[src/rtl/stack_controller_pkg.sv]
// Shared encodings for the calculator stack: command codes, controller FSM states, ALU op select.
package stack_controller_pkg;

  typedef enum logic [3:0] {
    ST_IDLE = 4'd0,
    ST_PSH  = 4'd1,
    ST_POP  = 4'd2,
    ST_ADD  = 4'd3,
    ST_SUB  = 4'd4,
    ST_TOP  = 4'd5,
    ST_RST  = 4'd6,
    ST_INC  = 4'd7,
    ST_DEC  = 4'd8
  } cmd_e;

  typedef enum logic [2:0] {
    S_IDLE, S_RDA, S_RDB, S_LATB, S_WR, S_RDT, S_LATT
  } state_e;

  typedef enum logic [1:0] {
    ALU_ADD, ALU_SUB, ALU_INC, ALU_DEC
  } alu_op_e;

  function automatic alu_op_e cmd_to_alu(input logic [3:0] cmd);
    case (cmd)
      ST_SUB:  return ALU_SUB;
      ST_INC:  return ALU_INC;
      ST_DEC:  return ALU_DEC;
      default: return ALU_ADD;
    endcase
  endfunction

endpackage

[src/rtl/stack_controller_alu.sv]
// Combinational stack ALU (B+A, B-A, A+1, A-1). With `STACK_CTRL_SAT_EN results clamp to
// all-ones/zero and ovf flags the clamp; otherwise results wrap and ovf stays low.
module stack_alu
  import stack_controller_pkg::*;
#(
  parameter int DATA_W = 8
) (
  input  logic [DATA_W-1:0] a,
  input  logic [DATA_W-1:0] b,
  input  alu_op_e           op,
  output logic [DATA_W-1:0] result,
  output logic              ovf
);

  // Extra MSB carries the add carry-out or the subtract borrow.
  logic [DATA_W:0] sum;

  always_comb begin
    sum = '0;
    case (op)
      ALU_ADD: sum = {1'b0, b} + {1'b0, a};
      ALU_SUB: sum = {1'b0, b} - {1'b0, a};
      ALU_INC: sum = {1'b0, a} + (DATA_W+1)'(1);
      ALU_DEC: sum = {1'b0, a} - (DATA_W+1)'(1);
      default: sum = '0;
    endcase
  end

`ifdef STACK_CTRL_SAT_EN
  always_comb begin
    ovf    = sum[DATA_W];
    result = sum[DATA_W-1:0];
    if (ovf) result = (op == ALU_ADD || op == ALU_INC) ? '1 : '0;
  end
`else
  logic carry_unused;
  assign carry_unused = sum[DATA_W];
  assign ovf          = 1'b0;
  assign result       = sum[DATA_W-1:0];
`endif

endmodule

[src/rtl/stack_controller.sv]
// Stack sequencer: FSM driving a single-port sync stack RAM, owning SP, displayed top and sticky error.
// Arithmetic saturation is selected by `STACK_CTRL_SAT_EN (see stack_alu).
module stack_controller
  import stack_controller_pkg::*;
#(
  parameter int DATA_W = 8,
  parameter int ADDR_W = 7
) (
  input  logic              iClk,
  input  logic              iRst,
  input  logic [3:0]        iCmd,
  input  logic [DATA_W-1:0] iData,
  input  logic [DATA_W-1:0] iRdData,
  output logic [ADDR_W-1:0] oAddr,
  output logic [DATA_W-1:0] oWrData,
  output logic              oWe,
  output logic [DATA_W-1:0] oTop,
  output logic [ADDR_W:0]   oSP,
  output logic              oEmpty,
  output logic              oFull,
  output logic              oBusy,
  output logic              oErr
);

  localparam int DEPTH = 2**ADDR_W;

  state_e              state_q, state_d;
  logic [ADDR_W:0]     sp_q, sp_d;
  logic [DATA_W-1:0]   top_q, top_d;
  logic                err_q, err_d;
  logic                we_q, we_d;
  logic [ADDR_W-1:0]   addr_q, addr_d;
  logic [DATA_W-1:0]   wr_q, wr_d;
  logic [DATA_W-1:0]   a_q, a_d;
  logic [3:0]          op_q, op_d;

  logic [ADDR_W-1:0]   sp_m1, sp_m2;
  logic                empty, full, unary;
  logic [DATA_W-1:0]   alu_a, alu_res;
  logic                alu_ovf;

  assign sp_m1 = sp_q[ADDR_W-1:0] - ADDR_W'(1);
  assign sp_m2 = sp_q[ADDR_W-1:0] - ADDR_W'(2);
  assign empty = (sp_q == '0);
  assign full  = (sp_q == (ADDR_W+1)'(DEPTH));
  assign unary = (op_q == ST_INC) || (op_q == ST_DEC);

  // The second operand is used straight off the RAM port in S_LATB so the write can start next cycle.
  assign alu_a = unary ? iRdData : a_q;

  stack_alu #(.DATA_W(DATA_W)) u_alu (
    .a      (alu_a),
    .b      (iRdData),
    .op     (cmd_to_alu(op_q)),
    .result (alu_res),
    .ovf    (alu_ovf)
  );

  always_comb begin
    state_d = state_q;
    sp_d    = sp_q;
    top_d   = top_q;
    err_d   = err_q;
    we_d    = 1'b0;
    addr_d  = addr_q;
    wr_d    = wr_q;
    a_d     = a_q;
    op_d    = op_q;
    case (state_q)
      S_IDLE: begin
        op_d = iCmd;
        case (iCmd)
          ST_PSH: begin
            if (full) err_d = 1'b1;
            else begin
              state_d = S_WR;
              we_d    = 1'b1;
              addr_d  = sp_q[ADDR_W-1:0];
              wr_d    = iData;
            end
          end
          ST_POP: begin
            if (empty) err_d = 1'b1;
            else begin
              sp_d = sp_q - (ADDR_W+1)'(1);
              if (sp_q == (ADDR_W+1)'(1)) top_d = '0;
              else begin
                state_d = S_RDT;
                addr_d  = sp_m2;
              end
            end
          end
          ST_ADD, ST_SUB: begin
            if (sp_q < (ADDR_W+1)'(2)) err_d = 1'b1;
            else begin
              state_d = S_RDA;
              addr_d  = sp_m1;
            end
          end
          ST_INC, ST_DEC: begin
            if (empty) err_d = 1'b1;
            else begin
              state_d = S_RDA;
              addr_d  = sp_m1;
            end
          end
          ST_TOP: begin
            if (empty) top_d = '0;
            else begin
              state_d = S_RDT;
              addr_d  = sp_m1;
            end
          end
          ST_RST: begin
            sp_d  = '0;
            top_d = '0;
            err_d = 1'b0;
          end
          default: ;
        endcase
      end
      S_RDA: begin
        if (unary) state_d = S_LATB;
        else begin
          state_d = S_RDB;
          addr_d  = sp_m2;
        end
      end
      S_RDB: begin
        a_d     = iRdData;
        state_d = S_LATB;
      end
      S_LATB: begin
        state_d = S_WR;
        we_d    = 1'b1;
        wr_d    = alu_res;
        addr_d  = unary ? sp_m1 : sp_m2;
        if (alu_ovf) err_d = 1'b1;
      end
      S_WR: begin
        state_d = S_IDLE;
        top_d   = wr_q;
        if (op_q == ST_PSH) sp_d = sp_q + (ADDR_W+1)'(1);
        else if (!unary)    sp_d = sp_q - (ADDR_W+1)'(1);
      end
      S_RDT:  state_d = S_LATT;
      S_LATT: begin
        top_d   = iRdData;
        state_d = S_IDLE;
      end
      default: state_d = S_IDLE;
    endcase
  end

  always_ff @(posedge iClk or posedge iRst) begin
    if (iRst) begin
      state_q <= S_IDLE;
      sp_q    <= '0;
      top_q   <= '0;
      err_q   <= 1'b0;
      we_q    <= 1'b0;
      addr_q  <= '0;
      wr_q    <= '0;
      a_q     <= '0;
      op_q    <= '0;
    end else begin
      state_q <= state_d;
      sp_q    <= sp_d;
      top_q   <= top_d;
      err_q   <= err_d;
      we_q    <= we_d;
      addr_q  <= addr_d;
      wr_q    <= wr_d;
      a_q     <= a_d;
      op_q    <= op_d;
    end
  end

  assign oAddr   = addr_q;
  assign oWrData = wr_q;
  assign oWe     = we_q;
  assign oTop    = top_q;
  assign oSP     = sp_q;
  assign oEmpty  = empty;
  assign oFull   = full;
  assign oBusy   = (state_q != S_IDLE);
  assign oErr    = err_q;

endmodule

[config.mk]
export PLATFORM = sky130hd
export DESIGN_NAME = stack_controller
export DESIGN_NICKNAME = d
export VERILOG_FILES = /design/src/rtl/stack_controller_pkg.sv /design/src/rtl/stack_controller_alu.sv /design/src/rtl/stack_controller.sv
export SDC_FILE = /design/constraint.sdc
export NUM_CORES = 1
export LEC_CHECK = 0
export CORE_MARGIN = 2
export CORE_UTILIZATION = 64
export CTS_CLUSTER_SIZE = 14
export DETAILED_ROUTE_END_ITERATION = 10
export DONT_BUFFER_PORTS = 1
export PLACE_DENSITY = 0.8
export SLEW_MARGIN = 20
export SYNTH_ARGS = -nofsm -noshare
export SYNTH_HDL_FRONTEND = slang
export SYNTH_SLANG_ARGS = --single-unit
[constraint.sdc]
create_clock -name iClk -period 3.95 [get_ports iClk]
set_input_delay 0.5925 -clock iClk [delete_from_list [all_inputs] [get_ports iClk]]
set_output_delay 0.5925 -clock iClk [all_outputs]
set_load 0.05 [all_outputs]
==> results.yml <==
outcome:
  run_status: "completed"
floorplan:
  dieWidth_um: 83.9
  floorplan.die_area_um2: 7030
  fp-row-count: 29
  ioPinCount: 58
  starting_density_of_the_core_pct: 65.4
  coreArea_um2: 6240
  die_height_um: 83.9
clock_network:
  post_cts_hold_buffer_count: 0
  cts_buffers: 5
  cts_max_level: 2
  cts_sinks: 48
  cts.repair.resized: 0
  cts.repair_timing.setup_buffer_count: 0
  worst_skew_pair.late_latency_ps: 320
  cts_tree: "yes"
  ctsRootBufferMaster: "clkbuf_8"
  clock_slew_at_reported_path_ffs_ps: 110
  cts_buffer_depth: 2
sta:
  finalClockSkew_ps: 14.4
  min_period_over_period_pct: 83.2
  setup_viol: 0
  slew_headroom_pct: 37.1
  timing.hold.ws_ps: 296
  timing.setup.tns_ps: 0
  post-route-min-period_ps: 3290
  grt_setup_unrepaired: "false"
  number_of_max_slew_violations_in_the_final_report: 0
  tightestPinTransition_ps: 942
  timing_hold_violations_final: 0
  peak_clock_frequency_supported_by_timing_mhz: 304
logic_synthesis:
  synthDistinctLibCells: 77
  synthCells: 448
  syn-mean-instance-area_um2: 9.11
  synthArstFlopShare_pct: 100
  portion_of_the_post_synthesis_area_used_by_sequential_elements_pct: 29.4
  synth.net_count: 494
  synth_warn: 0
  ys_top_cells_by_area: "dfrtp_1 (29%), ha_1 (6.7%), mux2_2 (3.6%)"
  synth_top_area_cell: "dfrtp_1"
  most_used_dff_post_synth: "dfrtp_1"
  post_synth_edffs: 0
  postSynthRegisterBits: 48
  synth.cell_area_um2: 4080
  netlist.area_leader.share_pct: 29.4
finish:
  antennaDiodeCount: 0
  fillers: 511
  finish.net_count: 480
  post_route_cells_drive_above_1_share_pct: 13.3
  layout_commonest_cell: "dfrtp_1"
  layout.cells.most_common_list: "dfrtp_1 (48), nand2_1 (37), nor2_1 (26)"
  final-instance-count-excl-fill: 512
  design_area_um2: 4210
  relative_area_change_from_synthesis_to_final_layout_pct: 3.25
place:
  dpl_cell_area_um2: 4080
  port-buffer-count: 0
  detailed_place_hpwl_mm: 7.54
  dpl.cell_count: 504
  place_congestion: 0.895
job:
  cap_violations: 0
worst_setup_path:
  arrival_ps: 3500
  critPathRequiredTime_ps: 4160
  cp-start-kind: "flip-flop"
  endpoint_kind: "flip-flop"
  worst-path-max-fanout: 18
  worst-setup-path-type: "flip-flop to flip-flop"
global_routing:
  grt_overflow: 0
  gr-usage-all-layers_pct: 29.1
  vias_in_the_first_global_route: 3343
  first_pass_grt_wire_length_mm: 16.6
  number_of_antenna_violations_at_the_first_check_in_global_routing: 0
  grt_max_degree: 49
worst_hold_path:
  min-delay-path-class: "input port to async pin"
route:
  postRouteAntennaNets: 0
  viasPerCell: 6.60
  dr_total_vias: 3378
  route.final.wire_length_mm: 10.1
  post_route_drc: 0
  dr.pass1.iters: 4
  dr.first_iter.drc_count: 202
  routedWlPerCell_um: 19.6
power:
  power_density_nw_per_um2: 1010
  p_leak_nw: 1.84
  vdd.ir_drop.worst_mv: 0.608
==> worst max-delay path, cell delays in order (launching register included) <==
cell and delay (ps):
dfrtp_1 500, and4b_1 340, nor2_4 420, nor2_1 90, a21o_1 190, inv_1 60, ha_1 160, inv_1 60
fa_1 390, a21o_1 180, a21oi_1 210, o21ai_0 140, xor2_1 140, nor3_1 60, a211oi_1 270
==> routing by layer <==
| metal | share of wire (%) | GRT usage, % | vias to the layer above | wire (um) |
|---|---|---|---|---|
| li1 | - | - | 1614 | - |
| met1 | 41 | 35.1 | 1619 | 4090 |
| met2 | 51 | 50.3 | 115 | 5150 |
| met3 | 5.2 | 5.64 | 30 | 523 |
| met4 | 2.9 | 12.9 | 0 | 293 |
| met5 | 0 | 0 | - | 0 |
==> state kept, by name, summed over array words and instances (netlist names) <==
name	cells
oErr	1
op_q	4
state_q	3
oSP	8
oAddr	7
oWrData	8
a_q	8
oWe	1
oTop	8
==> power by group <==
group	leakage (nW)	switching, W	internal, W
registers	0.575	0.000798	0.000723
logic	1.20	0.00129	0.000997
clock network	0.0687	0.000185	0.000255
total	1.84	0.00228	0.00198
==> worst paths after layout <==
check	from	slack [ps]	cells past startpoint	end
worst max-delay path	op_q[1]	660	14	oWrData[6]
worst min-delay path	iRst	300	1	oAddr[4]
worst max register to register	op_q[1]	660	14	oWrData[6]
worst min register to register	a_q[4]	520	1	a_q[4]
max in group asynchronous	iRst	3140	1	oWrData[4]
min in group iClk	iRdData[7]	400	2	a_q[7]
==> cell usage after synthesis, drive strengths merged, types with 6 or more instances <==
cell type,instances
dfrtp,48
nand2,38
o21ai,30
nor2,28
a21oi,27
inv,24
ha,22
buf,21
mux2,17
nor3,16
a21o,13
mux2i,13
xnor2,13
xor2,12
a22o,10
a211oi,8
a31oi,8
clkbuf,6
nor2b,6
nor3b,6
o21a,6
==> through the flow <==
| stage | utilization, % | power [W] | setup slack, ps |
|---|---|---|---|
| detailed placement | 65.3 | 0.00379 | 724 |
| global route | 67.5 | 0.00454 | 459 |
| CTS | 67.5 | 0.00423 | 698 |
| finish | 67.5 | 0.00425 | 663 |
| floorplan | - | 0.00336 | 918 |
| global placement | 65.3 | 0.00371 | 824 |
==> area by class of cell <==
| class | instances | area (um2) | share of cell area, % |
|---|---|---|---|
| inverters | 24 | 91.3 | 2.17 |
| clock inverters | 3 | 68.8 | 1.63 |
| repair buffers | 6 | 45.0 | 1.07 |
| clock buffers | 5 | 68.8 | 1.63 |
| well taps | 77 | 96.3 | 2.29 |
| multi-input cells | 349 | 2640 | 62.7 |
| flip-flops and latches | 48 | 1200 | 28.5 |
==> kinds of logic (layout without fill, tap and decap cells) <==
logic type	count (synthesis)	in the layout	synth area share (%)
compound gates	133	133	23.3
xor+xnor	25	25	5.36
fa+ha+maj	24	24	7.73
buf+inv	51	38	5.82
flops	48	48	29.4
mux	30	30	7.88
simple gates	137	137	20.5
(Power assumes the default switching activity.)
